[config.mk]
export PLATFORM = sky130hd
export DESIGN_NAME = id_ex_stage
export DESIGN_NICKNAME = d
export VERILOG_FILES = /design/src/rtl/id_ex_stage.sv
export SDC_FILE = /design/constraint.sdc
export NUM_CORES = 1
export LEC_CHECK = 0
export BUFFER_PORTS_ARGS = -buffer_cell sky130_fd_sc_hd__buf_2
export CORE_AREA = 2 2 148 150
export CTS_CLUSTER_SIZE = 8
export DETAILED_ROUTE_END_ITERATION = 8
export DIE_AREA = 0 0 150 152
export PLACE_DENSITY = 0.76
export SETUP_SLACK_MARGIN = 0.05
export SKIP_CTS_REPAIR_TIMING = 1
export SKIP_LAST_GASP = 1
export SYNTH_ARGS = -nofsm -noshare
export SYNTH_HDL_FRONTEND = slang
export SYNTH_SLANG_ARGS = --single-unit
[constraint.sdc]
create_clock -name CLK -period 4.7 [get_ports CLK]
set_input_delay 0.705 -clock CLK [delete_from_list [all_inputs] [get_ports CLK]]
set_output_delay 0.705 -clock CLK [all_outputs]
set_load 0.02 [all_outputs]
[src/rtl/id_ex_stage.sv]
// rtl/id_ex_stage.sv - ID/EX pipeline register with operand forwarding, load-use bubble and optional multicycle divide hold (macro DIV_MULTICYCLE_EN)
module id_ex_stage #(
    parameter int unsigned DIV_CYCLES = 4
) (
    input  logic        CLK,
    input  logic        RESET,
    input  logic        id_valid,
    input  logic [31:0] id_pc,
    input  logic [31:0] id_imm,
    input  logic [31:0] id_rs1_data,
    input  logic [31:0] id_rs2_data,
    input  logic [4:0]  id_rs1_addr,
    input  logic [4:0]  id_rs2_addr,
    input  logic [4:0]  id_rd_addr,
    input  logic [4:0]  id_alu_opcode,
    input  logic        id_use_imm,
    input  logic        id_use_pc,
    input  logic        id_reg_write,
    input  logic        id_mem_read,
    input  logic        id_mem_write,
    input  logic        exmem_reg_write,
    input  logic [4:0]  exmem_rd_addr,
    input  logic [31:0] exmem_result,
    input  logic        memwb_reg_write,
    input  logic [4:0]  memwb_rd_addr,
    input  logic [31:0] memwb_result,
    input  logic        flush,
    input  logic        stall_in,
    output logic [31:0] alu_data1,
    output logic [31:0] alu_data2,
    output logic [4:0]  alu_opcode,
    output logic        ex_valid,
    output logic        ex_done,
    output logic        ex_reg_write,
    output logic        ex_mem_read,
    output logic        ex_mem_write,
    output logic [4:0]  ex_rd_addr,
    output logic [31:0] ex_pc,
    output logic [31:0] ex_store_data,
    output logic        id_stall
);

`ifdef DIV_MULTICYCLE_EN
    typedef enum logic [1:0] {IDLE = 2'd0, RUN = 2'd1, BUSY = 2'd2} state_t;
`else
    typedef enum logic [1:0] {IDLE = 2'd0, RUN = 2'd1} state_t;
`endif

    typedef struct packed {
        logic        valid;
        logic [31:0] pc;
        logic [31:0] imm;
        logic [31:0] rs1_data;
        logic [31:0] rs2_data;
        logic [4:0]  rs1_addr;
        logic [4:0]  rs2_addr;
        logic [4:0]  rd_addr;
        logic [4:0]  opcode;
        logic        use_imm;
        logic        use_pc;
        logic        reg_write;
        logic        mem_read;
        logic        mem_write;
    } stage_t;

    stage_t      stage_q, stage_d, stage_in;
    state_t      state_q, state_d;
    logic        load_use;
    logic        busy_hold;
    logic [31:0] fwd_rs1, fwd_rs2;

`ifdef DIV_MULTICYCLE_EN
    localparam logic [3:0] DIV_LOAD = 4'(DIV_CYCLES - 1);
    logic [3:0] cnt_q, cnt_d;
    logic       id_is_div;
    // DIV/DIVU/REM/REMU occupy opcodes 01100..01111
    assign id_is_div = (id_alu_opcode[4:2] == 3'b011);
    // Divide still has cycles to go: EX slot and decode are frozen
    assign busy_hold = (state_q == BUSY) && (cnt_q != 4'd0);
`else
    assign busy_hold = 1'b0;
`endif

    assign stage_in = '{
        valid:     id_valid,
        pc:        id_pc,
        imm:       id_imm,
        rs1_data:  id_rs1_data,
        rs2_data:  id_rs2_data,
        rs1_addr:  id_rs1_addr,
        rs2_addr:  id_rs2_addr,
        rd_addr:   id_rd_addr,
        opcode:    id_alu_opcode,
        use_imm:   id_use_imm,
        use_pc:    id_use_pc,
        reg_write: id_reg_write,
        mem_read:  id_mem_read,
        mem_write: id_mem_write
    };

    // Load in EX whose destination is read by the instruction in decode
    assign load_use = stage_q.valid && stage_q.mem_read && (stage_q.rd_addr != 5'd0) &&
                      id_valid && ((stage_q.rd_addr == id_rs1_addr) || (stage_q.rd_addr == id_rs2_addr));

    assign id_stall = stall_in || load_use || busy_hold;

    // Operand forwarding: youngest producer (EX/MEM) wins over MEM/WB
    always_comb begin
        fwd_rs1 = stage_q.rs1_data;
        if (exmem_reg_write && (exmem_rd_addr != 5'd0) && (exmem_rd_addr == stage_q.rs1_addr)) begin
            fwd_rs1 = exmem_result;
        end else if (memwb_reg_write && (memwb_rd_addr != 5'd0) && (memwb_rd_addr == stage_q.rs1_addr)) begin
            fwd_rs1 = memwb_result;
        end
        fwd_rs2 = stage_q.rs2_data;
        if (exmem_reg_write && (exmem_rd_addr != 5'd0) && (exmem_rd_addr == stage_q.rs2_addr)) begin
            fwd_rs2 = exmem_result;
        end else if (memwb_reg_write && (memwb_rd_addr != 5'd0) && (memwb_rd_addr == stage_q.rs2_addr)) begin
            fwd_rs2 = memwb_result;
        end
    end

    // Next stage contents and FSM state: flush > hold > divide countdown > bubble > capture
    always_comb begin
        stage_d = stage_q;
        state_d = state_q;
`ifdef DIV_MULTICYCLE_EN
        cnt_d   = cnt_q;
`endif
        if (flush) begin
            stage_d = '0;
            state_d = IDLE;
`ifdef DIV_MULTICYCLE_EN
            cnt_d   = 4'd0;
`endif
        end else if (stall_in) begin
            stage_d = stage_q;
        end else if (busy_hold) begin
`ifdef DIV_MULTICYCLE_EN
            cnt_d = cnt_q - 4'd1;
`endif
        end else if (load_use) begin
            stage_d = '0;
            state_d = IDLE;
        end else begin
            stage_d = stage_in;
            state_d = id_valid ? RUN : IDLE;
`ifdef DIV_MULTICYCLE_EN
            cnt_d   = 4'd0;
            if (id_valid && id_is_div) begin
                state_d = BUSY;
                cnt_d   = DIV_LOAD;
            end
`endif
        end
    end

    // Stage register, FSM state and divide counter
    always_ff @(posedge CLK) begin
        if (RESET) begin
            stage_q <= '0;
            state_q <= IDLE;
`ifdef DIV_MULTICYCLE_EN
            cnt_q   <= 4'd0;
`endif
        end else begin
            stage_q <= stage_d;
            state_q <= state_d;
`ifdef DIV_MULTICYCLE_EN
            cnt_q   <= cnt_d;
`endif
        end
    end

    assign alu_data1     = stage_q.use_pc  ? stage_q.pc  : fwd_rs1;
    assign alu_data2     = stage_q.use_imm ? stage_q.imm : fwd_rs2;
    assign ex_store_data = fwd_rs2;
    assign alu_opcode    = stage_q.opcode;
    assign ex_pc         = stage_q.pc;
    assign ex_rd_addr    = stage_q.rd_addr;
    assign ex_valid      = stage_q.valid;
    assign ex_reg_write  = stage_q.valid && stage_q.reg_write;
    assign ex_mem_read   = stage_q.valid && stage_q.mem_read;
    assign ex_mem_write  = stage_q.valid && stage_q.mem_write;
    assign ex_done       = (state_q != IDLE) && !busy_hold;

endmodule
* Word-level counts from Yosys, hierarchy flattened
Cells that the tools add are included.
** Storage, ports and cells
- Logic and storage cells :: 49
- Output and inout port bits :: 144
- Memories kept :: 0
- Bits in latches :: 0
- Input bits :: 234
- ROM bits :: 0
- Memory bits (writable) :: 0
- Register bits after elaboration :: 156
** Cells by class
- Add/sub/neg operators :: 0
- Bitwise gates (word level) :: 0
- Shift-type cells :: 0
- $mul :: 0
- Order comparisons :: 0
- Reduce and logical (&&, ||, !) cells :: 19
- Div/mod/pow operators :: 0
- Equal/unequal tests :: 6
- Multiplexer cells :: 9
** Operators with widths (number)
- 2-to-1 mux 32 bit :: 6
- 2-to-1 mux 154 bit :: 1
- == test 5 bit :: 6
- nonzero test 5 bit :: 3
- logical AND 1 bit :: 12
- logical OR 1 bit :: 2
- 2-to-1 mux 1 bit :: 2
- nonzero test 2 bit :: 1
- OR reduction 2 bit :: 1

* Logic depth before layout (Yosys ltp)
Gate-level depths: netlist (run 1).
- Depth after elaboration :: 6
- Depth in mapped cells :: 8
- Gate-level depth less buffers :: 5

* Worst setup path before layout (run 1)
OpenSTA, ideal clock, no wires.
- Path type :: input to output
- Start :: in exmem_rd_addr[1]
- End :: out alu_data2[10]
- Data required time :: 3.995 ns
- Stages :: 7
- Slack :: 1.567 ns
- Arrival time :: 2.428 ns
- Buffers on the path :: 2
- Cells stage by stage :: or4_1 > o21ai_2 > or3_1 > clkbuf_1 > buf_4 > nor2_1 > o31ai_1
** On the way
- Word-level cells in the longest chain between the ends :: 5
- Elaborated cells between the ends (all ways) :: 6
- Classes of those cells :: eq/ne (1); mux (2); reduce/logical (3)
** Ends and longest elaborated chain
- start: declaration :: line 22 : input logic [4:0] exmem_rd_addr,
- nonzero test 5 bit :: line 116 : if (exmem_reg_write && (exmem_rd_addr != 5'd0) && (exmem_rd_addr == stage_q.rs2_addr)) begin
- logical AND 1 bit :: line 116
- logical AND 1 bit (*) :: line 116
- 2-to-1 mux 32 bit (*) :: line 116
- 2-to-1 mux 32 bit (*) :: line 176 : assign alu_data2 = stage_q.use_imm ? stage_q.imm : fwd_rs2;
- end: declaration :: line 30 : output logic [31:0] alu_data2,
Mark *: on every way between the ends. The rest lies on a longest branch, timed or not.

* Final worst setup path (run 1)
- Start :: in memwb_rd_addr[0]
- End :: out alu_data1[4]
** On the way
- Word-level cells in the longest chain between the ends :: 6
- Elaborated cells between the ends (all ways) :: 7
- Classes of those cells :: eq/ne (1); mux (3); reduce/logical (3)
** Ends and longest elaborated chain
- start: declaration :: line 25 : input logic [4:0] memwb_rd_addr,
- nonzero test 5 bit :: line 112 : end else if (memwb_reg_write && (memwb_rd_addr != 5'd0) && (memwb_rd_addr == stage_q.rs1_addr)) begin
- logical AND 1 bit :: line 112
- logical AND 1 bit (*) :: line 112
- 2-to-1 mux 32 bit (*) :: line 112
- 2-to-1 mux 32 bit (*) :: line 110 : if (exmem_reg_write && (exmem_rd_addr != 5'd0) && (exmem_rd_addr == stage_q.rs1_addr)) begin
- 2-to-1 mux 32 bit (*) :: line 175 : assign alu_data1 = stage_q.use_pc ? stage_q.pc : fwd_rs1;
- end: declaration :: line 29 : output logic [31:0] alu_data1,
Marks and branches as above.

==> impl_metrics.tcl, run 1 <==
set metrics [dict create \
    grt_usage_pct 31.16 \
    global_route.usage.met3_pct 7.057 \
    cap_violations 0 \
    worst_pin_slew_ns 1.052 \
    dieArea_um2 22800 \
    final_cell_mix "buf_2, nand3_1, nand3b_1, o21ai_0, dfxtp_1" \
    stdcell_area_um2 11380 \
    synth_cells 1202 \
    ir_drop_uv 215.3 \
    core_um2 21350 \
    synth.yosys.warnings 0 \
    drt_iter0_markers 754 \
    final.min_clock_period_ns 3.664 \
    cp-end-kind "output port" \
    cp.arrival_ns 2.96 \
    status "finished clean" \
    grt_pass1_wl_mm 54.49 \
    dr.pass1.iters 5 \
    cp.required_ns 3.99 \
    drcViolationCount 0 \
    power.density_nw_per_um2 287.8 \
    via_per_inst 5.810 \
    grtUsageMet2_pct 51.38 \
    hpwl_mm 26.76 \
    crit_path_start_kind "input pin" \
    wl_mm 37.32 \
    fin_skew_ns 0.01117 \
    fmax_ghz 0.2729 \
    rsz0062_at_grt "no" \
    finalCritPeriodShare_pct 77.95 \
    place.gp.congestion 0.9836 \
    detail-route-antenna-nets 0 \
    die_h_um 152 \
    path_class "in2out" \
    core.rowCount 54 \
    drive_gt1_share_pct 31.04 \
    slew_headroom_pct 29.84 \
    start_util_pct 43.25 \
    htreeDepth 4 \
    yosysSeqAreaShare_pct 33.39 \
    wire_per_inst_um 21.47 \
    final_common_cell "buf_2" \
    syn-num-nets 1436 \
    setup_tns_ns 0 \
    slew_viol_final 0 \
    setup_violations 0 \
    final_util_pct 53.32 \
    clk_pin_slew_worst_paths_ns 0.07 \
    met1_usage_pct 37.22 \
    finalHoldViolations 0 \
    portBuffers 377 \
    hold_class "reg2reg" \
    cts_buffer_depth 2 \
    die_x_um 150 \
    syn2layout_area_growth_pct 23.29 \
    cts_tree "done" \
    reg2regPathDepth 6 \
    grt_overflow 0 \
    hold_depth 2 \
    place_area_um2 10820 \
    netlist_area_um2 9234 \
    cp_max_fo 15 \
    clkSinkCount 154 \
    leakagePower_uw 0.004587 \
    syn_avg_cell_area_um2 7.682 \
    io_pins 378 \
    antenna_found_initial 5 \
    vias 10100 \
    cts_made_buffers 17 \
    nets 1677 \
    whs_ns 0.4791 \
    dp_cells 1704 \
    worstSkewPairLatency_ns 0.42 \
    ys_ff_latch 154 \
    grt_busiest_layer "met2" \
    fin_cells 1738 \
    grt_pass1_vias 9251 \
    grt_max_degree 125 \
    ctsRootBufferMaster "clkbuf_16" \
    ys_types 34 \
]
[worst max-delay path, stage by stage]
cell	delay [ns]
buf_2	0.12
xor2_1	0.14
nor4_1	0.31
and4_2	0.71
buf_4	0.35
mux2i_1	0.12
a221oi_1	0.27
buf_2	0.22
[synth_stat cells, drive strengths merged]
cell / count / area share, %
and2: 3 / 0.20
o31ai: 50 / 4.1
and4: 2 / 0.19
o21ai: 155 / 8.4
inv: 46 / 1.9
nand2: 34 / 1.4
a211oi: 32 / 2.6
xnor2: 16 / 1.5
or4: 3 / 0.28
nand3b: 154 / 13
buf: 59 / 4.7
o211ai: 1 / 0.081
nor4: 1 / 0.068
and3: 1 / 0.068
a221oi: 14 / 2.1
nor2: 67 / 2.7
a21oi: 19 / 1.0
or2: 1 / 0.068
clkbuf: 116 / 4.7
a31oi: 32 / 2.2
nor3: 18 / 0.98
dfxtp: 154 / 33
nand2b: 18 / 1.2
xor2: 14 / 1.3
nor2b: 1 / 0.15
or3: 1 / 0.068
nand3: 158 / 8.6
mux2i: 32 / 3.5
[report_power, final]
group	switching (µW)	internal, µW	leakage (µW)
clock	608	703	0.000270
combinational	355	219	0.00306
sequential	44.3	1350	0.00126
[flip-flops by register name, summed over array words and instances, names as in the netlist]
signal and count:
stage_q 111, ex_rd_addr 5, alu_opcode 5, ex_pc 32, ex_valid 1
[stage by stage]
step	total power (µW)	worst slack [ns]
4_1_cts	3287	1.045
3_3_place_gp	1983	1.108
2_1_floorplan	1738	1.567
5_1_grt	3397	0.9302
3_5_place_dp	1987	1.053
6_report	3277	1.036
[metal layers]
layer | routed length [µm] | part of all wire [%]
met2 | 17600 | 47
met3 | 3198 | 8.6
met4 | 2158 | 5.8
met1 | 14320 | 38
met5 | 43 | 0.12
[worst paths after layout]
check / startpoint / end / slack [ns]
min reg2reg: alu_opcode[1] / alu_opcode[1] / 0.48
max reg2reg: ex_rd_addr[1] / stage_q[103] / 2.09
max: memwb_rd_addr[0] / alu_data1[4] / 1.04
min: alu_opcode[1] / alu_opcode[1] / 0.48
[layout make-up]
cell class | count | area (µm²)
timing repair buffer | 397 | 2071
multi-input combinational | 827 | 5141
fill | 2097 | 9966
antenna | 2 | 5.005
clock inverter | 14 | 117.6
clock buffer | 18 | 439.2
inverter | 46 | 172.7
tap | 280 | 350.3
sequential | 154 | 3088
[logic make-up (layout without fill, tap and decap cells)]
kind of cell | after synthesis | after routing | share of synthesized area [%]
xor gates and xnor gates | 30 | 30 | 2.846
and+or+nand+nor | 462 | 462 | 28.48
DFF | 154 | 154 | 33.39
other | 0 | 2 | 0
AOI/OAI and AO/OA | 303 | 303 | 20.53
muxes | 32 | 32 | 3.469
buffers and inverters | 221 | 475 | 11.29
No activity file was read; power rests on OpenSTA's default activity.
==> inputs of run 2 (changes only) <==
- CORE_AREA: 2 2 148 150 -> 2 2 145 147
- DIE_AREA: 0 0 150 152 -> 0 0 147 149
- PLACE_DENSITY: 0.76 -> 0.79
- clock period: 4.7 -> 3.4 ns (I/O delays scaled with it)
==> impl_metrics.tcl, run 2 (synthesized netlist as in run 1, its figures left out) <==
set metrics [dict create \
    status "finished clean" \
    core_um2 20560 \
    drive_gt1_share_pct 31.33 \
    worst_pin_slew_ns 0.8691 \
    ctsRootBufferMaster "clkbuf_16" \
    drcViolationCount 0 \
    critPathMaxStageDelay_ns 0.63 \
    final_common_cell "buf_2" \
    setup_tns_ns 0 \
    antenna_found_initial 4 \
    hpwl_mm 26.73 \
    r2r-end "stage_q[99]" \
    final_util_pct 56.19 \
    fin_skew_ns 0.01000 \
    cp-end-kind "output port" \
    wl_mm 36.31 \
    cts_tree "done" \
    worstPathCellList "xnor2_1 -> nand3_1 -> or4_4 -> nor2b_4 -> a221oi_1 -> buf_2" \
    grt_overflow 0 \
    reg2regPathDepth 6 \
    dr.pass1.iters 5 \
    nets 1683 \
    grt_usage_pct 32.08 \
    cp_max_fo 14 \
    dieArea_um2 21900 \
    seq_area_um2 3088 \
    ir_drop_uv 320.4 \
    power_uw 4676 \
    finalHoldViolations 0 \
    cts_made_buffers 17 \
    timing.final.ws_setup_ns 0.1673 \
    final_cell_mix "buf_2, nand3_1, nand3b_1, o21ai_0, dfxtp_1" \
    power.density_nw_per_um2 404.8 \
    vias 10020 \
    die_h_um 149 \
    place.gp.congestion 0.9615 \
    wire_per_inst_um 20.86 \
    portBuffers 377 \
    grt_max_degree 155 \
    cp-startpoint "stage_q[20]" \
    top_register "stage_q" \
    grt_pass1_wl_mm 54.41 \
    cp.arrival_ns 2.72 \
    setup_violations 0 \
    hold_class "in2reg" \
    die_x_um 147 \
    fillCellCount 1988 \
    worstSkewPairLatency_ns 0.43 \
    multiInputGateArea_um2 5146 \
    htreeDepth 4 \
    cp_slowest_cell "or4_4" \
    r2r_slack_ns 1.33 \
    fmax_ghz 0.3093 \
    r2r-start "ex_rd_addr[0]" \
    clkSinkCount 154 \
    final.min_clock_period_ns 3.233 \
    critPathCapture "alu_data1[7]" \
    drt_iter0_markers 851 \
    grt_pass1_vias 9400 \
    detail-route-antenna-nets 0 \
    start_util_pct 44.92 \
    leakagePower_uw 0.004654 \
    io_pins 378 \
    preCtsSetupSlack_ns 0.2364 \
    slew_headroom_pct 42.06 \
    cap_violations 0 \
    slew_viol_final 0 \
    largest_reg_flops 111 \
    finalCritPeriodShare_pct 95.08 \
    cp.required_ns 2.89 \
    clk_pin_slew_worst_paths_ns 0.07 \
    crit_path_start_kind "flop" \
    via_per_inst 5.753 \
    rsz0062_at_grt "no" \
    path_class "reg2out" \
    syn2layout_area_growth_pct 25.10 \
    core.rowCount 53 \
    cts_buffer_depth 2 \
]
[run 2: final cells by class]
| cell class | instances | share of cell area (%) |
|---|---|---|
| Antenna cell | 4 | 0.08665 |
| Timing Repair Buffer | 403 | 18.97 |
| Inverter | 46 | 1.495 |
| Tap cell | 275 | 2.979 |
| Clock buffer | 19 | 3.834 |
| Multi-Input combinational cell | 827 | 44.55 |
| Clock inverter | 13 | 1.354 |
| Sequential cell | 154 | 26.73 |
[run 2: worst min path at each step]
stage,startpoint,endpoint,slack [ns],cells past startpoint
6_report,id_pc[26],ex_pc[26],0.34,3
5_1_grt,id_pc[15],ex_pc[15],0.35,3
4_1_cts,id_pc[26],ex_pc[26],0.33,3
3_5_place_dp,stage_q[2],stage_q[2],0.47,2
3_3_place_gp,stage_q[2],stage_q[2],0.46,2
2_1_floorplan,stage_q[118],stage_q[118],0.44,2
[run 2: metal layers]
layer  up-vias  global-route usage (%)  routed length, µm
met2       495                   54.93              17620
met4         0                   15.58               1599
li1       4758                       -                  -
met1      4682                   38.84              14380
met3        81                   6.208               2716
met5         -                       0                  0
[run 2: power breakdown]
part	leakage [µW]	switching (µW)	internal, µW	total [µW]
sequential	0.00126	58.8	1860	1920
combinational	0.00311	490	312	803
clock	0.000287	830	1120	1950
total	0.00465	1380	3300	4680
[run 2: per-stage QoR]
stage	std cells	hold slack [ns]	area, µm²
CTS	1737	0.3281	11540
detailed placement	1705	0.4656	10940
floorplan	1202	0.4438	9234
finish	1741	0.3385	11550
global route	1741	0.3459	11550
global placement	1705	0.4584	10940
[run 2: critical path: cells and delay by family (launching register included)]
family	cells	cell delay (ns)
flip-flops	1	0.43
AO/OA/AOI/OAI	1	0.49
XOR/XNOR	1	0.15
buffers and inverters	1	0.26
AND/OR/NAND/NOR	3	0.96
